[src/rtl/heat_zone_ctrl_pkg.sv]
// Shared encodings and defaults for the multi-zone heating/cooling controller.
// Temperatures are signed fixed point with TEMP_FRAC fractional bits (1/16 degC).
package heat_zone_ctrl_pkg;

  localparam logic [1:0] ST_IDLE  = 2'd0;
  localparam logic [1:0] ST_HEAT  = 2'd1;
  localparam logic [1:0] ST_COOL  = 2'd2;
  localparam logic [1:0] ST_FAULT = 2'd3;

  localparam logic [1:0] MODE_OFF       = 2'b00;
  localparam logic [1:0] MODE_HEAT_ONLY = 2'b01;
  localparam logic [1:0] MODE_COOL_ONLY = 2'b10;
  localparam logic [1:0] MODE_AUTO      = 2'b11;

  localparam int TEMP_FRAC = 4;

  typedef struct packed {
    logic heat;
    logic cool;
    logic fault;
  } zone_out_t;

endpackage

[src/rtl/heat_zone_fsm.sv]
// One zone: hysteresis compare, dwell counter and IDLE/HEAT/COOL/FAULT state.
// Outputs are registered; an input sampled at edge k is reflected after edge k.
module heat_zone_fsm
  import heat_zone_ctrl_pkg::*;
#(
  parameter int TEMP_W    = 12,
  parameter int HYST      = 32,
  parameter int MIN_DWELL = 4,
  parameter int T_MIN     = -640,
  parameter int T_MAX     = 1600
) (
  input  logic              clock,
  input  logic              rst,
  input  logic [1:0]        mode,
  input  logic [TEMP_W-1:0] target,
  input  logic [TEMP_W-1:0] temp,
  output zone_out_t         zout
);

  localparam int DW = $clog2(MIN_DWELL + 1);
  localparam logic [DW-1:0] DWELL_MAX = DW'(MIN_DWELL);
  localparam logic signed [TEMP_W:0] HYST_X = (TEMP_W+1)'(HYST);
  localparam logic signed [TEMP_W:0] TMIN_X = (TEMP_W+1)'(T_MIN);
  localparam logic signed [TEMP_W:0] TMAX_X = (TEMP_W+1)'(T_MAX);

  logic [1:0]    state_q, state_d;
  logic [DW-1:0] dwell_q, dwell_d;
  zone_out_t     out_q, out_d;

  logic signed [TEMP_W:0] temp_x, target_x, lo_x, hi_x;
  logic ready, heat_en, cool_en, out_of_range;

  always_comb begin
    // One extra bit keeps target +/- HYST from wrapping near the range limits.
    temp_x       = {temp[TEMP_W-1], temp};
    target_x     = {target[TEMP_W-1], target};
    lo_x         = target_x - HYST_X;
    hi_x         = target_x + HYST_X;
    ready        = (dwell_q == DWELL_MAX);
    heat_en      = (mode == MODE_HEAT_ONLY) || (mode == MODE_AUTO);
    cool_en      = (mode == MODE_COOL_ONLY) || (mode == MODE_AUTO);
    out_of_range = (temp_x < TMIN_X) || (temp_x > TMAX_X);

    state_d = state_q;
    if (out_of_range) begin
      state_d = ST_FAULT;
    end else if (state_q == ST_FAULT) begin
      if (mode == MODE_OFF) state_d = ST_IDLE;
    end else if (mode == MODE_OFF) begin
      state_d = ST_IDLE;
    end else begin
      case (state_q)
        ST_IDLE: begin
          if (ready && (temp_x < lo_x) && heat_en) state_d = ST_HEAT;
          else if (ready && (temp_x > hi_x) && cool_en) state_d = ST_COOL;
        end
        ST_HEAT: begin
          if (ready && ((temp_x >= target_x) || (mode == MODE_COOL_ONLY))) state_d = ST_IDLE;
        end
        ST_COOL: begin
          if (ready && ((temp_x <= target_x) || (mode == MODE_HEAT_ONLY))) state_d = ST_IDLE;
        end
        default: state_d = state_q;
      endcase
    end

    if (state_d != state_q) dwell_d = '0;
    else if (!ready)        dwell_d = dwell_q + DW'(1);
    else                    dwell_d = dwell_q;

    out_d.heat  = (state_d == ST_HEAT);
    out_d.cool  = (state_d == ST_COOL);
    out_d.fault = (state_d == ST_FAULT);
  end

  // Dwell is preset on reset so a fresh start may drive on the first cycle.
  always_ff @(posedge clock) begin
    if (rst) begin
      state_q <= ST_IDLE;
      dwell_q <= DWELL_MAX;
      out_q   <= '0;
    end else begin
      state_q <= state_d;
      dwell_q <= dwell_d;
      out_q   <= out_d;
    end
  end

  assign zout = out_q;

endmodule

[src/rtl/heat_zone_ctrl.sv]
// Multi-zone heating/cooling controller: one heat_zone_fsm per zone plus summary lamps.
// Per-zone outputs are registered inside each zone; lamps are ORs of those flops.
module heat_zone_ctrl
  import heat_zone_ctrl_pkg::*;
#(
  parameter int N_ZONES   = 4,
  parameter int TEMP_W    = 12,
  parameter int HYST      = 32,
  parameter int MIN_DWELL = 4,
  parameter int T_MIN     = -640,
  parameter int T_MAX     = 1600
) (
  input  logic                      clock,
  input  logic                      rst,
  input  logic [2*N_ZONES-1:0]      zone_mode,
  input  logic [TEMP_W*N_ZONES-1:0] zone_target,
  input  logic [TEMP_W*N_ZONES-1:0] zone_temp,
  output logic [N_ZONES-1:0]        heat_on,
  output logic [N_ZONES-1:0]        cool_on,
  output logic [N_ZONES-1:0]        zone_fault,
  output logic                      led_red,
  output logic                      led_green,
  output logic                      fault_any
);

  zone_out_t zout [N_ZONES];

  for (genvar i = 0; i < N_ZONES; i++) begin : g_zone
    heat_zone_fsm #(
      .TEMP_W    (TEMP_W),
      .HYST      (HYST),
      .MIN_DWELL (MIN_DWELL),
      .T_MIN     (T_MIN),
      .T_MAX     (T_MAX)
    ) u_fsm (
      .clock  (clock),
      .rst    (rst),
      .mode   (zone_mode[2*i +: 2]),
      .target (zone_target[TEMP_W*i +: TEMP_W]),
      .temp   (zone_temp[TEMP_W*i +: TEMP_W]),
      .zout   (zout[i])
    );

    assign heat_on[i]    = zout[i].heat;
    assign cool_on[i]    = zout[i].cool;
    assign zone_fault[i] = zout[i].fault;
  end

  assign led_red   = |heat_on;
  assign led_green = |cool_on;
  assign fault_any = |zone_fault;

endmodule
[config.mk]
export PLATFORM = sky130hd
export DESIGN_NAME = heat_zone_ctrl
export DESIGN_NICKNAME = d
export VERILOG_FILES = /design/src/rtl/heat_zone_ctrl_pkg.sv /design/src/rtl/heat_zone_fsm.sv /design/src/rtl/heat_zone_ctrl.sv
export SDC_FILE = /design/constraint.sdc
export NUM_CORES = 1
export LEC_CHECK = 0
export CAP_MARGIN = 20
export CORE_MARGIN = 8
export CORE_UTILIZATION = 57
export CTS_CLUSTER_SIZE = 40
export DETAILED_ROUTE_END_ITERATION = 6
export PLACE_DENSITY = 0.95
export SLEW_MARGIN = 15
export SYNTH_ARGS = -nofsm -noshare
export SYNTH_HDL_FRONTEND = slang
export SYNTH_SLANG_ARGS = --single-unit
[constraint.sdc]
create_clock -name clock -period 5.35 [get_ports clock]
set_clock_uncertainty 0.05 [all_clocks]
set_input_delay 1.07 -clock clock [delete_from_list [all_inputs] [get_ports clock]]
set_output_delay 1.07 -clock clock [all_outputs]
set_load 0.1 [all_outputs]
==> metrics, run 1 <==
max_slew headroom 31.92%; async set or reset register ratio after synthesis 0%; # setup viols final 0; multi-input logic area 4631 um2; Final Max Slew Viols 0; # diodes 0; syn_nets 980; Post CTS Setup Buffer Count 0; initial detailed-routing violation count 458; Setup CP Type in2reg; Die W 115.3 um; post-synthesis sequential element count 32; # Max-Cap Violations 0; synthesized instance count 750; DRC errors left 0; largest cells by area after synthesis ha_1 28%, dfxtp_1 11%, xnor2_1 6.2%; Clock Tree Buf Depth 2; port bufs 120; initial antenna violation count 0; clock-pin slew of the registers on the worst-case setup and hold paths 0.07 ns; kind of start point of the critical path input pin; FF+latch area 640.6 um2; endpoints failing hold 0; die area 13,300 um2; Pleak 3.205 nW; Yosys warning total 0; element type at the critical path end register; PwrDens 186.7 nW/um2; pin count of the biggest net entering global routing 23; area grow syn2layout 25.76%; cell taking the most area after synthesis ha_1; unrepaired setup endpoints after global routing false; status complete, no violations; Cell Rows 36; CP required 5.48 ns; Crit Path Max Fanout 5; vias per inst 6.063; post-route ant nets 0; Fill cells 758; VDD IR max 105.0 uV; starting density of the core 58.07%; Syn Area/Cell 7.499 um2; Final TNS setup 0 ns; Post-synth EDFFs 0; core area 9684 um2; cts hold-fix bufs 0; WL final 15.45 mm; WL/cell 15.40 um; hpwl dp 13.19 mm; NumNets Final 1,099; Die Y 115.3 um; crit path DAT 4.36 ns; Post-synth top cells 124 x ha_1, 86 x inv_1, 60 x a21oi_1; Skew-Pair Late Insertion Delay 0.28 ns; most frequent cell after synthesis ha_1; Root Driver clkbuf_8; min-delay worst type reg2reg; Vias 6,081; post-synthesis instance area 5624 um2; PnR worst setup slack 1.122 ns; Synth Flop Type dfxtp_1; number of distinct library cells after synthesis 63; Fmax 236.5 MHz; drt first pass iters 6; final period utilization 79.02%; Yosys top cell area share 27.59%; vias in the first global route 6,019; GP Congestion 0.9582; TritonCTS clock tree done; Clock Sinks 32; CTS buffer count 5; total congestion overflow 0; WHS 0.4973 ns; fin crit period 4.228 ns; PostCTS Resize Cnt 0; I/O pin count 121; worst slack at placement 0.9395 ns; GRT Total Usage 23.04%; Slew @ Worst Pin 1.018 ns; H-tree levels 2; share of layout cells above drive strength 1 2.759%; sequential-to-total area share from yosys stat 11.39%; first-pass GRT wire length 26.08 mm
==> cell usage in the layout, fill, tap and decap left out, types with 3 or more instances in the layout <==
cell,instances
or3_1,3
a221oi_1,4
and3_1,10
xnor2_1,40
a21oi_1,60
a211o_1,6
o221ai_1,3
inv_1,86
and4_1,7
nor4_1,10
o31ai_1,6
clkbuf_8,5
a21o_1,18
or2_2,5
ha_1,124
clkdlybuf4s50_1,120
mux2i_1,6
nand2b_1,10
nor3b_1,3
and2_1,5
or4_1,6
o21a_1,3
nand4b_1,6
dfxtp_1,32
nand3_1,30
nor2_1,57
a211oi_1,10
nand3b_1,7
o2111ai_1,5
o21ai_0,31
a31oi_1,6
nand2_1,44
nor3_1,31
nor2b_1,7
nand4_1,18
o211ai_1,7
a22oi_1,3
==> worst max-delay path, stage by stage <==
cell	delay, ns
clkdlybuf4s50_1	0.55
inv_1	0.15
nor3_1	0.27
nand3_1	0.16
xnor2_1	0.15
ha_1	0.29
nand4_1	0.15
nor4_1	0.40
o311ai_0	0.25
a21oi_1	0.20
nor3_1	0.09
a211o_1	0.29
o41ai_1	0.33
==> cell families (layout without fill, tap and decap cells) <==
| family | Yosys count | count (layout) | synth area share [%] |
|---|---|---|---|
| DFF | 32 | 32 | 11.39 |
| and+or+nand+nor | 267 | 267 | 25.16 |
| xor gates and xnor gates | 41 | 41 | 6.385 |
| AOI/OAI and AO/OA | 184 | 184 | 21.74 |
| muxes | 8 | 8 | 1.468 |
| adders and majority gates | 124 | 124 | 27.59 |
| buffers and inverters | 94 | 214 | 6.274 |
==> power breakdown <==
part | switching (mW) | internal [mW] | total (mW)
combinational | 0.470 | 0.315 | 0.785
clock | 0.0950 | 0.138 | 0.233
sequential | 0.0329 | 0.270 | 0.302
total | 0.598 | 0.723 | 1.32
==> metrics by stage <==
step,utilization [%],instances,power [mW],area [um2]
5_1_grt,73.04,1003,1.413,7073
4_1_cts,73.04,1003,1.319,7073
2_1_floorplan,-,750,0.8331,5624
3_3_place_gp,71.89,995,1.061,6962
3_5_place_dp,71.89,995,1.083,6962
6_report,73.04,1003,1.321,7073
==> area by class of cell <==
| type | count | area share [%] |
|---|---|---|
| Clock buffer | 5 | 0.9729 |
| Clock inverter | 3 | 0.6015 |
| Inverter | 86 | 4.564 |
| Multi-Input combinational cell | 624 | 65.47 |
| Sequential cell | 32 | 9.057 |
| Tap cell | 133 | 2.353 |
| Timing Repair Buffer | 120 | 16.98 |
==> state kept, by name, summed over array words and instances (netlist names) <==
name and flops:
g_zone.u_fsm.dwell_q 12, g_zone.u_fsm.zout 12, g_zone.u_fsm.state_q 8
==> routing by layer <==
metal	track usage, %	wire length [um]	share of wire [%]	vias to the layer above
met5	0	0	0	-
met4	6.392	294	1.9	0
met3	4.569	1173	7.6	28
met2	41.28	7565	49	260
met1	27.02	6417	42	2778
li1	-	-	-	3015
==> path summary, 6_finish.rpt <==
| kind | from | to | slack (ns) | cells past startpoint |
|---|---|---|---|---|
| hold / removal | g_zone[2].u_fsm.dwell_q[1] | g_zone[2].u_fsm.dwell_q[1] | 0.50 | 2 |
| setup reg to reg | g_zone[0].u_fsm.dwell_q[0] | g_zone[0].u_fsm.dwell_q[2] | 3.13 | 8 |
| setup / recovery | zone_target[44] | g_zone[3].u_fsm.dwell_q[2] | 1.12 | 13 |
| hold reg to reg | g_zone[2].u_fsm.dwell_q[1] | g_zone[2].u_fsm.dwell_q[1] | 0.50 | 2 |
(Power assumes the default switching activity.)
==> run 2, diff against run 1 <==
- CORE_UTILIZATION: 57 -> 53
- PLACE_DENSITY: 0.95 -> 0.92
- clock period: 5.35 -> 4 ns (I/O delays scaled with it)
==> run 2 against run 1 <==
  * Count of clock-buffer cells in the layout grew 2
  * Cell area is 1.1% higher
  * Non-clock buffer count grew 12
  * Final cell count rose by 1.5%
  * Critical endpoint unchanged
==> metrics, run 2 (synthesis gave the netlist of run 1 again) <==
Slew @ Worst Pin 1.045 ns (+0.02710 ns); most frequent cells in the layout 124 x ha_1, 120 x clkdlybuf4s50_1, 86 x inv_1, 60 x a21oi_1, 57 x nor2_1; CTS buffer count 5 (unchanged); fin area 7154 um2 (+1.1%); post-route ant nets 0 (unchanged); H-tree levels 2 (unchanged); unrepaired setup endpoints after global routing false; Post-Layout Cell Count 1,018 (+1.5%); critical path launch point zone_target[44]; Bufs and invs on worst path 2 (unchanged); status complete, no violations; GRT Total Usage 21.08% (-2.0 points); NumNets Final 1,111 (+1.1%); element type at the critical path end register; final period utilization 95.69%; max_slew headroom 30.11% (-1.8 points); Placed Cells 1,010 (+1.5%); Area after DPL 7056 um2 (+1.3%); GP Congestion 0.9299 (-3.0%); share of layout cells above drive strength 1 4.082% (+1.3 points); Root Driver clkbuf_8; Setup CP Type in2reg; I/O pin count 121 (unchanged); Clock Sinks 32 (unchanged); Clock Tree Buf Depth 2 (unchanged); WL final 15.27 mm (-1.2%); Fmax 261.3 MHz; core area 10,320 um2 (+6.6%); Final TNS setup 0 ns (unchanged); hpwl dp 13.00 mm (-1.4%); Skew-Pair Late Insertion Delay 0.28 ns (about the same); Switching Fraction 45.89% (+0.61 points); initial detailed-routing violation count 335 (-27%); most used cell, CP nor3_1; Final Max Slew Viols 0 (unchanged); cell breakdown of the critical path clkdlybuf4s50_1 > inv_1 > nor3_1 > nand3_1 > xnor2_1 > ha_1 > nand4_1 > nor4_1 > o311ai_0 > a21oi_1 > nor3_1 > a211o_1 > o41ai_1; clock-pin slew of the registers on the worst-case setup and hold paths 0.06 ns (about the same); Post CTS Setup Buffer Count 0 (unchanged); pin count of the biggest net entering global routing 23 (unchanged); standard cell with the maximum stage delay on the critical path clkdlybuf4s50_1; # diodes 0 (unchanged); drt first pass iters 5 (-1); reg2reg start g_zone[2].u_fsm.dwell_q[0]; # setup viols final 0 (unchanged); min-delay worst type reg2reg; vias per inst 5.873 (-3.1%); total congestion overflow 0 (unchanged); most common cell after layout, fill and taps aside ha_1; Vias 5,979 (-1.7%); starting density of the core 54.48% (-3.6 points); VDD IR max 274.6 uV (+160%); Clk pwr share 14.7% (-2.9 points); Die W 119.0 um (+3.2%); CP required 4.13 ns (-1.35 ns); PwrDens 240.0 nW/um2 (+29%); vias in the first global route 5,997 (-0.37%); switching power 787.8 uW (+32%); crit path DAT 3.96 ns (-0.40 ns); Tot Pwr 1.717 mW (+30%); die area 14,160 um2 (+6.5%); area grow syn2layout 27.21%; Crit Path Max Fanout 4 (-1); Hold Startpoint g_zone[2].u_fsm.dwell_q[1]; TritonCTS clock tree done; kind of start point of the critical path input pin; endpoints failing hold 0 (unchanged); Reg power frac 23.5% (+0.6 points); CP top delay family compound AO/OA/AOI/OAI gates; Pleak 3.255 nW (+1.5%); internal power 928.9 uW (+29%); Comb power frac 61.8% (+2.3 points); WL/cell 15.00 um (-2.6%); DRC errors left 0 (unchanged); initial antenna violation count 0 (unchanged); port bufs 120 (unchanged); fin crit period 3.828 ns; crit-path max cell delay 0.54 ns (about the same); # Max-Cap Violations 0 (unchanged); Cell Rows 37 (+2.8%); cts hold-fix bufs 0 (unchanged); Die Y 119.0 um (+3.2%); first-pass GRT wire length 26.19 mm (+0.45%)
run 2: path summary, 6_finish.rpt:
path	to	slack, ns	cells after the start
worst min register to register	g_zone[2].u_fsm.dwell_q[1]	0.51	2
worst min-delay path	g_zone[2].u_fsm.dwell_q[1]	0.51	2
worst max register to register	g_zone[2].u_fsm.dwell_q[2]	1.84	8
worst max-delay path	g_zone[3].u_fsm.dwell_q[2]	0.17	13
run 2: per-layer routing:
| metal | part of all wire [%] | routed length [um] | vias up | track usage (%) |
|---|---|---|---|---|
| met5 | 0 | 0 | - | 0 |
| met4 | 1.1 | 166 | 0 | 4.190 |
| met3 | 4.9 | 741 | 15 | 3.590 |
| met2 | 48 | 7396 | 162 | 37.48 |
| met1 | 46 | 6968 | 2775 | 26.05 |
| li1 | - | - | 3027 | - |
run 2: timing repair:
action,in CTS,in global routing
endpoints found under the setup margin,0,3
hold endpoints to repair,0,0
resized for setup,0,1
run 2: cell type report:
class / instances / area [um2]
Clock buffer: 7 / 86.33
Clock inverter: 1 / 7.507
Fill cell: 873 / 3169
Inverter: 86 / 322.8
Multi-Input combinational cell: 624 / 4636
Sequential cell: 32 / 640.6
Tap cell: 136 / 170.2
Timing Repair Buffer: 132 / 1291
run 2: power by group through the flow:
stage	Combinational, mW	Sequential, mW	Clock [mW]
CTS	1.05	0.402	0.260
floorplan	0.611	0.503	0
detailed placement	1.05	0.409	0
global route	1.17	0.409	0.273
finish	1.06	0.403	0.253
global placement	1.02	0.408	0
run 2: metrics by stage:
| step | hold slack (ns) | setup WS (ns) | utilization, % |
|---|---|---|---|
| floorplan | 0.4634 | 0.5791 | - |
| global placement | 0.4907 | 0.02396 | 68.34 |
| detailed placement | 0.5043 | -0.1236 | 68.34 |
| CTS | 0.5144 | 0.1730 | 69.25 |
| global route | 0.5428 | 0.01495 | 69.30 |
| finish | 0.5097 | 0.1723 | 69.30 |
run 2: worst min-delay path, cell delays in order (launching register included):
cell,delay (ns)
dfxtp_1,0.32
mux2i_1,0.13
nor3_1,0.06
